--- src/rtl/magia_eu_obi_initiator.sv ---
// OBI manager that issues register reads/writes toward the tile Event Unit target port.
// Commands arrive on a valid/ready stream; responses return in order from a credit-limited FIFO.
module magia_eu_obi_initiator_chk #(
   parameter int unsigned CNT_W           = 3,
   parameter int unsigned MAX_OUTSTANDING = 4
) (
   input  logic             clk_i,
   input  logic             rst_i,
   input  logic             push_i,
   input  logic             pop_i,
   input  logic [CNT_W-1:0] fcnt_i,
   input  logic             rvalid_i,
   input  logic [CNT_W-1:0] inflight_i
);
   // FIFO overflow and responses with nothing in flight are protocol errors
   always @(posedge clk_i) begin
      if (!rst_i) begin
         assert (!(push_i && !pop_i && (fcnt_i == CNT_W'(MAX_OUTSTANDING))));
         assert (!(rvalid_i && (inflight_i == {CNT_W{1'b0}})));
      end
   end
endmodule

module magia_eu_obi_initiator #(
   parameter int unsigned ADDR_W          = 32,
   parameter int unsigned DATA_W          = 32,
   parameter logic [31:0] EU_BASE_ADDR    = 32'h0000_0000,
   parameter logic [31:0] EU_SIZE         = 32'h0000_1000,
   parameter int unsigned MAX_OUTSTANDING = 4
) (
   input  logic                  clk_i,
   input  logic                  rst_i,
   input  logic                  cmd_valid_i,
   output logic                  cmd_ready_o,
   input  logic                  cmd_we_i,
   input  logic [ADDR_W-1:0]     cmd_offset_i,
   input  logic [DATA_W-1:0]     cmd_wdata_i,
   input  logic [DATA_W/8-1:0]   cmd_be_i,
   output logic                  obi_req_o,
   output logic [ADDR_W-1:0]     obi_addr_o,
   output logic                  obi_we_o,
   output logic [DATA_W/8-1:0]   obi_be_o,
   output logic [DATA_W-1:0]     obi_wdata_o,
   input  logic                  obi_gnt_i,
   input  logic                  obi_rvalid_i,
   input  logic [DATA_W-1:0]     obi_rdata_i,
   input  logic                  obi_err_i,
   output logic                  rsp_valid_o,
   input  logic                  rsp_ready_i,
   output logic [DATA_W-1:0]     rsp_rdata_o,
   output logic                  rsp_err_o,
   output logic                  busy_o
);
   localparam int unsigned CNT_W = $clog2(MAX_OUTSTANDING + 1);
   localparam int unsigned PTR_W = (MAX_OUTSTANDING > 1) ? $clog2(MAX_OUTSTANDING) : 1;
   localparam logic [CNT_W-1:0]  MAX_CNT  = CNT_W'(MAX_OUTSTANDING);
   localparam logic [CNT_W-1:0]  ONE_C    = CNT_W'(1);
   localparam logic [PTR_W-1:0]  ONE_P    = PTR_W'(1);
   localparam logic [PTR_W-1:0]  LAST_PTR = PTR_W'(MAX_OUTSTANDING - 1);
   localparam logic [ADDR_W-1:0] BASE     = ADDR_W'(EU_BASE_ADDR);
   localparam logic [ADDR_W-1:0] SIZE     = ADDR_W'(EU_SIZE);

   localparam logic [1:0] S_IDLE = 2'd0;
   localparam logic [1:0] S_REQ  = 2'd1;
   localparam logic [1:0] S_LERR = 2'd2;

   logic [1:0]                 r_state;
   logic [1:0]                 w_state_nxt;
   logic [ADDR_W-1:0]          r_addr;
   logic                       r_we;
   logic [DATA_W/8-1:0]        r_be;
   logic [DATA_W-1:0]          r_wdata;
   logic [CNT_W-1:0]           r_credits;
   logic [CNT_W-1:0]           r_fcnt;
   logic [PTR_W-1:0]           r_wptr;
   logic [PTR_W-1:0]           r_rptr;
   logic [DATA_W-1:0]          r_fdata [MAX_OUTSTANDING];
   logic                       r_ferr  [MAX_OUTSTANDING];
   logic [MAX_OUTSTANDING-1:0] r_weq;
   logic [MAX_OUTSTANDING-1:0] w_weq_shift;
   logic [MAX_OUTSTANDING-1:0] w_weq_nxt;
   logic [CNT_W-1:0]           w_inflight;
   logic [CNT_W-1:0]           w_wslot;
   logic w_req, w_grant, w_rvalid, w_lerr_push, w_push, w_pop, w_accept, w_in_range, w_inc;
   logic [DATA_W-1:0]          w_push_data;
   logic                       w_push_err;

   assign w_req       = (r_state == S_REQ) && (r_credits < MAX_CNT);
   assign w_grant     = w_req & obi_gnt_i;
   assign w_inflight  = r_credits - r_fcnt;
   // Responses with nothing in flight (e.g. stragglers from before a reset) are dropped
   assign w_rvalid    = obi_rvalid_i && (w_inflight != {CNT_W{1'b0}});
   assign w_lerr_push = (r_state == S_LERR) && (w_inflight == {CNT_W{1'b0}}) && (r_credits < MAX_CNT);
   assign w_push      = w_rvalid | w_lerr_push;
   assign w_pop       = (r_fcnt != {CNT_W{1'b0}}) & rsp_ready_i;
   assign w_inc       = w_grant | w_lerr_push;
   assign cmd_ready_o = !rst_i && ((r_state == S_IDLE) || w_grant);
   assign w_accept    = cmd_valid_i & cmd_ready_o;
   assign w_in_range  = cmd_offset_i < SIZE;
   assign w_push_data = (w_rvalid && !r_weq[0]) ? obi_rdata_i : {DATA_W{1'b0}};
   assign w_push_err  = w_rvalid ? obi_err_i : 1'b1;
   assign w_wslot     = w_inflight - CNT_W'(w_rvalid);
   assign w_weq_shift = w_rvalid ? (r_weq >> 1'b1) : r_weq;

   assign obi_req_o   = w_req;
   assign obi_addr_o  = r_addr;
   assign obi_we_o    = r_we;
   assign obi_be_o    = r_be;
   assign obi_wdata_o = r_wdata;
   assign rsp_valid_o = (r_fcnt != {CNT_W{1'b0}});
   assign rsp_rdata_o = rsp_valid_o ? r_fdata[r_rptr] : {DATA_W{1'b0}};
   assign rsp_err_o   = rsp_valid_o ? r_ferr[r_rptr] : 1'b0;
   assign busy_o      = (r_state != S_IDLE) | (r_credits != {CNT_W{1'b0}});

   // Next-state: a new accept wins; otherwise grant or local-error push returns to idle
   always_comb begin
      w_state_nxt = r_state;
      case (r_state)
         S_IDLE, S_REQ: begin
            if (w_accept)     w_state_nxt = w_in_range ? S_REQ : S_LERR;
            else if (w_grant) w_state_nxt = S_IDLE;
            else              w_state_nxt = r_state;
         end
         S_LERR:  w_state_nxt = w_lerr_push ? S_IDLE : S_LERR;
         default: w_state_nxt = S_IDLE;
      endcase
   end

   // Write-flag queue: head retires on rvalid, a granted request lands behind the survivors
   always_comb begin
      w_weq_nxt = w_weq_shift;
      for (int i = 0; i < MAX_OUTSTANDING; i++) begin
         w_weq_nxt[i] = (w_grant && (CNT_W'(i) == w_wslot)) ? r_we : w_weq_shift[i];
      end
   end

   // State, held command and credit counter
   always_ff @(posedge clk_i or posedge rst_i) begin
      if (rst_i) begin
         r_state   <= S_IDLE;
         r_addr    <= {ADDR_W{1'b0}};
         r_we      <= 1'b0;
         r_be      <= {(DATA_W/8){1'b0}};
         r_wdata   <= {DATA_W{1'b0}};
         r_credits <= {CNT_W{1'b0}};
         r_weq     <= {MAX_OUTSTANDING{1'b0}};
      end else begin
         r_state <= w_state_nxt;
         r_weq   <= w_weq_nxt;
         if (w_accept && w_in_range) begin
            r_addr  <= BASE + cmd_offset_i;
            r_we    <= cmd_we_i;
            r_be    <= cmd_we_i ? cmd_be_i : {(DATA_W/8){1'b0}};
            r_wdata <= cmd_we_i ? cmd_wdata_i : {DATA_W{1'b0}};
         end
         case ({w_inc, w_pop})
            2'b10:   r_credits <= r_credits + ONE_C;
            2'b01:   r_credits <= r_credits - ONE_C;
            default: r_credits <= r_credits;
         endcase
      end
   end

   // Response FIFO storing {rdata, err}
   always_ff @(posedge clk_i or posedge rst_i) begin
      if (rst_i) begin
         r_wptr <= {PTR_W{1'b0}};
         r_rptr <= {PTR_W{1'b0}};
         r_fcnt <= {CNT_W{1'b0}};
         for (int i = 0; i < MAX_OUTSTANDING; i++) begin
            r_fdata[i] <= {DATA_W{1'b0}};
            r_ferr[i]  <= 1'b0;
         end
      end else begin
         if (w_push) begin
            r_fdata[r_wptr] <= w_push_data;
            r_ferr[r_wptr]  <= w_push_err;
            r_wptr          <= (r_wptr == LAST_PTR) ? {PTR_W{1'b0}} : r_wptr + ONE_P;
         end
         if (w_pop) begin
            r_rptr <= (r_rptr == LAST_PTR) ? {PTR_W{1'b0}} : r_rptr + ONE_P;
         end
         case ({w_push, w_pop})
            2'b10:   r_fcnt <= r_fcnt + ONE_C;
            2'b01:   r_fcnt <= r_fcnt - ONE_C;
            default: r_fcnt <= r_fcnt;
         endcase
      end
   end

`ifndef SYNTHESIS
   magia_eu_obi_initiator_chk #(
      .CNT_W           (CNT_W),
      .MAX_OUTSTANDING (MAX_OUTSTANDING)
   ) u_chk (
      .clk_i      (clk_i),
      .rst_i      (rst_i),
      .push_i     (w_push),
      .pop_i      (w_pop),
      .fcnt_i     (r_fcnt),
      .rvalid_i   (obi_rvalid_i),
      .inflight_i (w_inflight)
   );
`endif
endmodule

--- config.mk ---
export PLATFORM = sky130hd
export DESIGN_NAME = magia_eu_obi_initiator
export DESIGN_NICKNAME = d
export VERILOG_FILES = /design/src/rtl/magia_eu_obi_initiator.sv
export SDC_FILE = /design/constraint.sdc
export NUM_CORES = 1
export LEC_CHECK = 0
export ABC_AREA = 1
export BUFFER_PORTS_ARGS = -buffer_cell sky130_fd_sc_hd__buf_2
export CAP_MARGIN = 20
export CORE_MARGIN = 5
export CORE_UTILIZATION = 45
export DETAILED_ROUTE_END_ITERATION = 6
export HOLD_SLACK_MARGIN = 0.1
export PLACE_DENSITY = 0.67
export SYNTH_ARGS = -nofsm -noshare
export SYNTH_HDL_FRONTEND = slang
export SYNTH_SLANG_ARGS = --single-unit
--- constraint.sdc ---
create_clock -name clk_i -period 8.7 [get_ports clk_i]
set_input_delay 0.435 -clock clk_i [delete_from_list [all_inputs] [get_ports clk_i]]
set_output_delay 0.435 -clock clk_i [all_outputs]
set_load 0.1 [all_outputs]
# Word-level counts from Yosys, hierarchy flattened
# Index checks and enable logic that the tools add are counted.
# W data, S select, Z words.
dict set report op_classes {
  magnitude_cmp 5
  n_bitwise 8
  eq_ne 12
  n_reduce_logical 29
  n_addsub 8
  mux 32
}
# operator n
set op_table {}
lappend op_table {{$mux W32} 6}
lappend op_table {{$bwmux W128} 1}
lappend op_table {{$bmux W32 S2} 1}
lappend op_table {{$demux W32 S2} 1}
lappend op_table {{$lt A32 B13 Y1 const B} 1}
lappend op_table {{$reduce_bool A2 Y1} 7}
lappend op_table {{$logic_and A1 B1 Y1} 12}
lappend op_table {{$mux W2} 6}
lappend op_table {{$pmux W3 S2} 2}
lappend op_table {{$eq A2 B2 Y1 const B} 5}
lappend op_table {{$mux W1} 9}
lappend op_table {{$reduce_bool A3 Y1} 3}
lappend op_table {{$mux W4} 2}
lappend op_table {{$add A3 B1 Y3 const B} 2}
lappend op_table {{$eq A2 B1 Y1 const B} 3}
lappend op_table {{$eq A2 B3 Y1 const A} 2}
lappend op_table {{$ge A3 B3 Y1 const B} 2}
lappend op_table {{$logic_not A3 Y1} 2}
lappend op_table {{$not A2 Y3} 2}
lappend op_table {{$sub A3 B1 Y3 const B} 2}
lappend op_table {{$add A2 B1 Y2 const B} 2}
lappend op_table {{$bwmux W4} 1}
lappend op_table {{$pmux W2 S2} 1}
lappend op_table {{$and A1 B1 Y1} 3}
lappend op_table {{other kinds (13)} 16}
dict set report word_totals {
  word_cells 115
  in_bits 108
  ff_bits 217
  out_inout_bits 106
}

# Depth between registers and ports, before layout
dict set report depth {
  depth_word 8
  ltp_mapped 17
  mapped_depth_nobuf 16
}

# Worst setup path before layout
# No wires, ideal clock.
dict set report synth_timing {
  kind {reg-to-output}
  startpoint {reg r_rptr[0]}
  endpoint {out rsp_rdata_o[28]}
  path_slack_ns 5.614
  path_stages_with_launch 7
  t_required_ns 8.265
  n_path_buf 3
  t_arrival_ns 2.651
  path_cell_list {dfrtp_1 -> clkbuf_1 -> inv_1 -> clkbuf_1 -> clkbuf_1 -> o21ai_0 -> a21oi_1}
}
dict set report synth_between {
  elab_chain_len 5
}
# element line_no
set synth_lines {}
lappend synth_lines {{start: declaration} 76} ;# logic [PTR_W-1:0] r_rptr;
lappend synth_lines {{start signal: assignment} 168} ;# r_rptr <= {PTR_W{1'b0}};
lappend synth_lines {{start signal: assignment} 181} ;# r_rptr <= (r_rptr == LAST_PTR) ? {PTR_W{1'b0}} : r_rptr + ONE_P;
lappend synth_lines {{$not A2 Y3 (not written as such)} 111} ;# assign rsp_rdata_o = rsp_valid_o ? r_fdata[r_rptr] : {DATA_W{1'b0}};
lappend synth_lines {{$bmux W32 S2} 111}
lappend synth_lines {{$mux W32 (not written as such) (2 in a row)} 111}
lappend synth_lines {{$mux W32} 111}
lappend synth_lines {{end: declaration} 50} ;# output logic [DATA_W-1:0] rsp_rdata_o,
# No other way between the ends. The select of a mux whose other input is x is not followed.

# Final worst setup path
dict set report layout_timing {
  startpoint {reg r_credits[0]}
  endpoint {reg r_weq[0]}
}
dict set report layout_between {
  elab_chain_len 7
  elab_cells_between_ends 11
  classes_between {add/sub (2); order compare (1); mux (1); bitwise (1); reduce/logical (6)}
}
# element line_no
set layout_lines {}
lappend layout_lines {{start: declaration} 73} ;# logic [CNT_W-1:0] r_credits;
lappend layout_lines {{start signal: assignment} 145} ;# r_credits <= {CNT_W{1'b0}};
lappend layout_lines {{start signal: assignment} 157} ;# 2'b10: r_credits <= r_credits + ONE_C;
lappend layout_lines {{start signal: assignment} 158} ;# 2'b01: r_credits <= r_credits - ONE_C;
lappend layout_lines {{$sub A3 B3 Y3} 90} ;# assign w_inflight = r_credits - r_fcnt;
lappend layout_lines {{$reduce_bool A3 Y1} 92} ;# assign w_rvalid = obi_rvalid_i && (w_inflight != {CNT_W{1'b0}});
lappend layout_lines {{$logic_and A1 B1 Y1} 92}
lappend layout_lines {{$sub A3 B1 Y3} 102} ;# assign w_wslot = w_inflight - CNT_W'(w_rvalid);
lappend layout_lines {{$logic_not A3 Y1} 133} ;# w_weq_nxt[i] = (w_grant && (CNT_W'(i) == w_wslot)) ? r_we : w_weq_shift[i];
lappend layout_lines {{$logic_and A1 B1 Y1} 133}
lappend layout_lines {{$mux W1 / $reduce_bool A2 Y1 (equally long branches)} n/a}
lappend layout_lines {{end signal: assignment} 146} ;# r_weq <= {MAX_OUTSTANDING{1'b0}};
lappend layout_lines {{end signal: assignment} 149} ;# r_weq <= w_weq_nxt;
lappend layout_lines {{end: declaration} 79} ;# logic [MAX_OUTSTANDING-1:0] r_weq;
# Parallel ways exist; a longest one is shown, timed or not.
# A chain may end at the register's enable or synchronous reset.

==> flow_summary.json <==
{
  "grt_overflow_total": 0,
  "wl_per_cell_um": 16.2,
  "clkSinkCount": 217,
  "dp_hpwl_mm": 18.2,
  "dpl.cell_count": 1802,
  "clock_latency_ns": 0.51,
  "synth_seq_cells": 217,
  "arrival_ns": 4.03,
  "totalWireLength_mm": 30.0,
  "fmax_mhz": 275,
  "die_w_um": 163,
  "initial_utilization": 0.452,
  "rsz0062_at_grt": "no",
  "skew_ns": 0.00632,
  "cts_max_path_buffers": 3,
  "drc": 0,
  "port_buffers": 213,
  "grt_max_degree": 146,
  "firstDrtPassIters": 5,
  "nets": 1638,
  "fin_cells": 1855,
  "antenna_found_initial": 1,
  "avgSynthCellArea_um2": 7.76,
  "min_path_cells": 3,
  "ir_drop_v": 0.000295,
  "fillerInstances": 2269,
  "drt_iter0_drc": 666,
  "setup_viol": 0,
  "synthDistinctLibCells": 28,
  "maxCapViolations": 0,
  "dieArea_um2": 26500,
  "cts-root-buf": "clkbuf_16",
  "seq_area_frac_synth": 0.516,
  "syn_to_final_growth_pct": 19.6,
  "crit_required_ns": 9.09,
  "clk_pin_slew_worst_paths_ns": 0.06,
  "worst-slew-pin-transition_ns": 0.947,
  "netlist_area_um2": 10500,
  "slew_violations": 0,
  "regArea_um2": 5430,
  "r2r_cells": 15,
  "cts-htree-levels": 1,
  "cp_max_fo": 50,
  "critPathLaunchType": "flip-flop",
  "hold_class": "in2reg",
  "layout-drive-gt1-share": 0.187,
  "synth_nets": 1477,
  "layout_setup_ws_ns": 5.06,
  "timing.final.crit_share": 0.418,
  "grt_pass1_vias": 9645,
  "grt.total_usage": 0.226,
  "fin_setup_tns_ns": 0,
  "die_h_um": 163,
  "powerDensity_nw_per_um2": 430,
  "holdWs_ns": 0.121,
  "place_ws_ns": 5.09,
  "path_class": "reg2reg",
  "synthesis.instances": 1356,
  "post-route-util": 0.541,
  "power_leakage_nw": 7.04,
  "ant_nets": 0,
  "fin_crit_ns": 3.64,
  "viasPerCell": 5.16,
  "core_um2": 23300,
  "num_rows": 56,
  "cp-end-kind": "flip-flop",
  "cts_made_buffers": 25,
  "yosysWarnings": 0,
  "multiInputGateArea_um2": 4320,
  "maxSlewHeadroom": 0.369,
  "vias": 9565,
  "grt_pass1_wl_mm": 49.5,
  "finalHoldViolCount": 0,
  "cts_tree": "done",
  "ioPinCount": 214,
  "gp_congestion": 0.784,
  "status": "finished clean"
}
[cells in the mapped netlist]
| library cell | number | share of area |
|---|---|---|
| xor2_1 | 2 | 0.0017 |
| buf_1 | 25 | 0.0089 |
| nor2_2 | 1 | 0.00060 |
| clkbuf_1 | 39 | 0.014 |
| nor3_1 | 4 | 0.0019 |
| xnor2_1 | 2 | 0.0017 |
| nand4_4 | 1 | 0.0020 |
| nor2_1 | 175 | 0.062 |
| a21oi_2 | 1 | 0.00083 |
| nand4_1 | 131 | 0.078 |
| nand3_1 | 21 | 0.010 |
| clkinv_1 | 1 | 0.00036 |
| o22ai_1 | 1 | 0.00060 |
| a21oi_1 | 37 | 0.018 |
| dfrtp_1 | 217 | 0.52 |
| nand2_2 | 1 | 0.00060 |
| ha_1 | 10 | 0.012 |
| fa_1 | 3 | 0.0057 |
| nand3b_1 | 1 | 0.00071 |
| buf_4 | 9 | 0.0064 |
| buf_6 | 4 | 0.0043 |
| inv_1 | 84 | 0.030 |
| nand2_1 | 483 | 0.17 |
| o21ai_0 | 74 | 0.035 |
| inv_2 | 3 | 0.0011 |
| nand3_2 | 2 | 0.0019 |
| nand2_4 | 3 | 0.0032 |
| buf_2 | 21 | 0.010 |
[timing repair]
action	4_1_cts	5_1_grt
buffers inserted	0	0
resized for setup	0	0
endpoints found under the hold margin	4	70
hold buffers	4	1
[power breakdown]
group / total, mW / internal [mW] / leakage [nW] / switching, mW
Clock: 1.04 / 0.628 / 0.409 / 0.415
Sequential: 1.48 / 1.31 / 2.73 / 0.161
Combinational: 2.89 / 0.613 / 3.90 / 2.28
[placed cells by master (no fill, tap or decap), drive strengths merged, types with 2 or more instances in the layout]
master,Yosys,routed
nand2,487,487
buf,59,227
dfrtp,217,217
nor2,176,176
nand4,132,132
inv,87,85
o21ai,74,74
a21oi,38,38
clkbuf,39,35
nand3,23,23
clkinv,1,11
ha,10,10
dlygate4sd3,0,5
nor3,4,4
fa,3,3
xor2,2,2
xnor2,2,2
bufinv,0,2
[path summary, 6_finish.rpt]
path	start	to	slack (ns)
hold reg to reg	r_ferr[0]	r_ferr[0]	0.47
setup reg to reg	r_credits[0]	r_weq[0]	5.06
hold / removal	cmd_offset_i[11]	obi_addr_o[11]	0.12
setup / recovery	r_credits[0]	r_weq[0]	5.06
max in group asynchronous	rst_i	r_fdata[113]	6.76
min in group asynchronous	rst_i	r_state[0]	0.55
[flip-flops by register name, indices dropped and copies added, names as in the netlist, 3 cells and up]
name         flops
obi_be_o         4
r_credits        3
obi_addr_o      32
r_weq            4
r_ferr           4
obi_wdata_o     32
r_fcnt           3
r_fdata        128
[critical path, cell delays in order (launching register included)]
cell	delay [ns]
dfrtp_1	0.36
inv_1	0.10
ha_1	0.22
fa_1	0.52
nand2_1	0.06
inv_1	0.09
nand3_2	0.14
nand2_4	0.13
clkinv_2	0.54
ha_1	0.46
ha_1	0.33
inv_1	0.05
nor3_1	0.24
nand3_1	0.14
nand2_1	0.09
nand3_1	0.07
[per-stage QoR]
step | total power, mW | area (um^2)
3_5_place_dp | 4.38 | 11700
2_1_floorplan | 3.81 | 10500
5_1_grt | 5.76 | 12600
4_1_cts | 5.44 | 12500
3_3_place_gp | 4.33 | 11600
6_report | 5.41 | 12600
[per-layer routing]
layer  wire length, um  vias to the layer above  global-route usage  part of all wire
li1                  -                     4666                   -                 -
met1             13000                     4527               0.301              0.43
met2             13700                      328               0.368              0.46
met3              2700                       42              0.0653             0.090
met4               520                        2              0.0507             0.017
met5                13                        -                   0           0.00043
[layout make-up]
cell class / instances / share of cell area
Sequential cell: 217 / 0.432
Clock buffer: 35 / 0.0567
Tap cell: 319 / 0.0317
Antenna cell: 1 / 0.000199
Multi-Input combinational cell: 953 / 0.344
Timing Repair Buffer: 232 / 0.101
Clock inverter: 10 / 0.00795
Inverter: 88 / 0.0270
[cell families after synthesis]
group                    count (synthesis)  synth area share
AO/OA/AOI/OAI                          113            0.0542
XOR/XNOR                                 4           0.00333
adder cells (fa/ha/maj)                 13            0.0176
buffers and inverters                  186            0.0749
flip-flops                             217             0.516
AND/OR/NAND/NOR                        823             0.334
No activity file was read; power rests on OpenSTA's default activity.
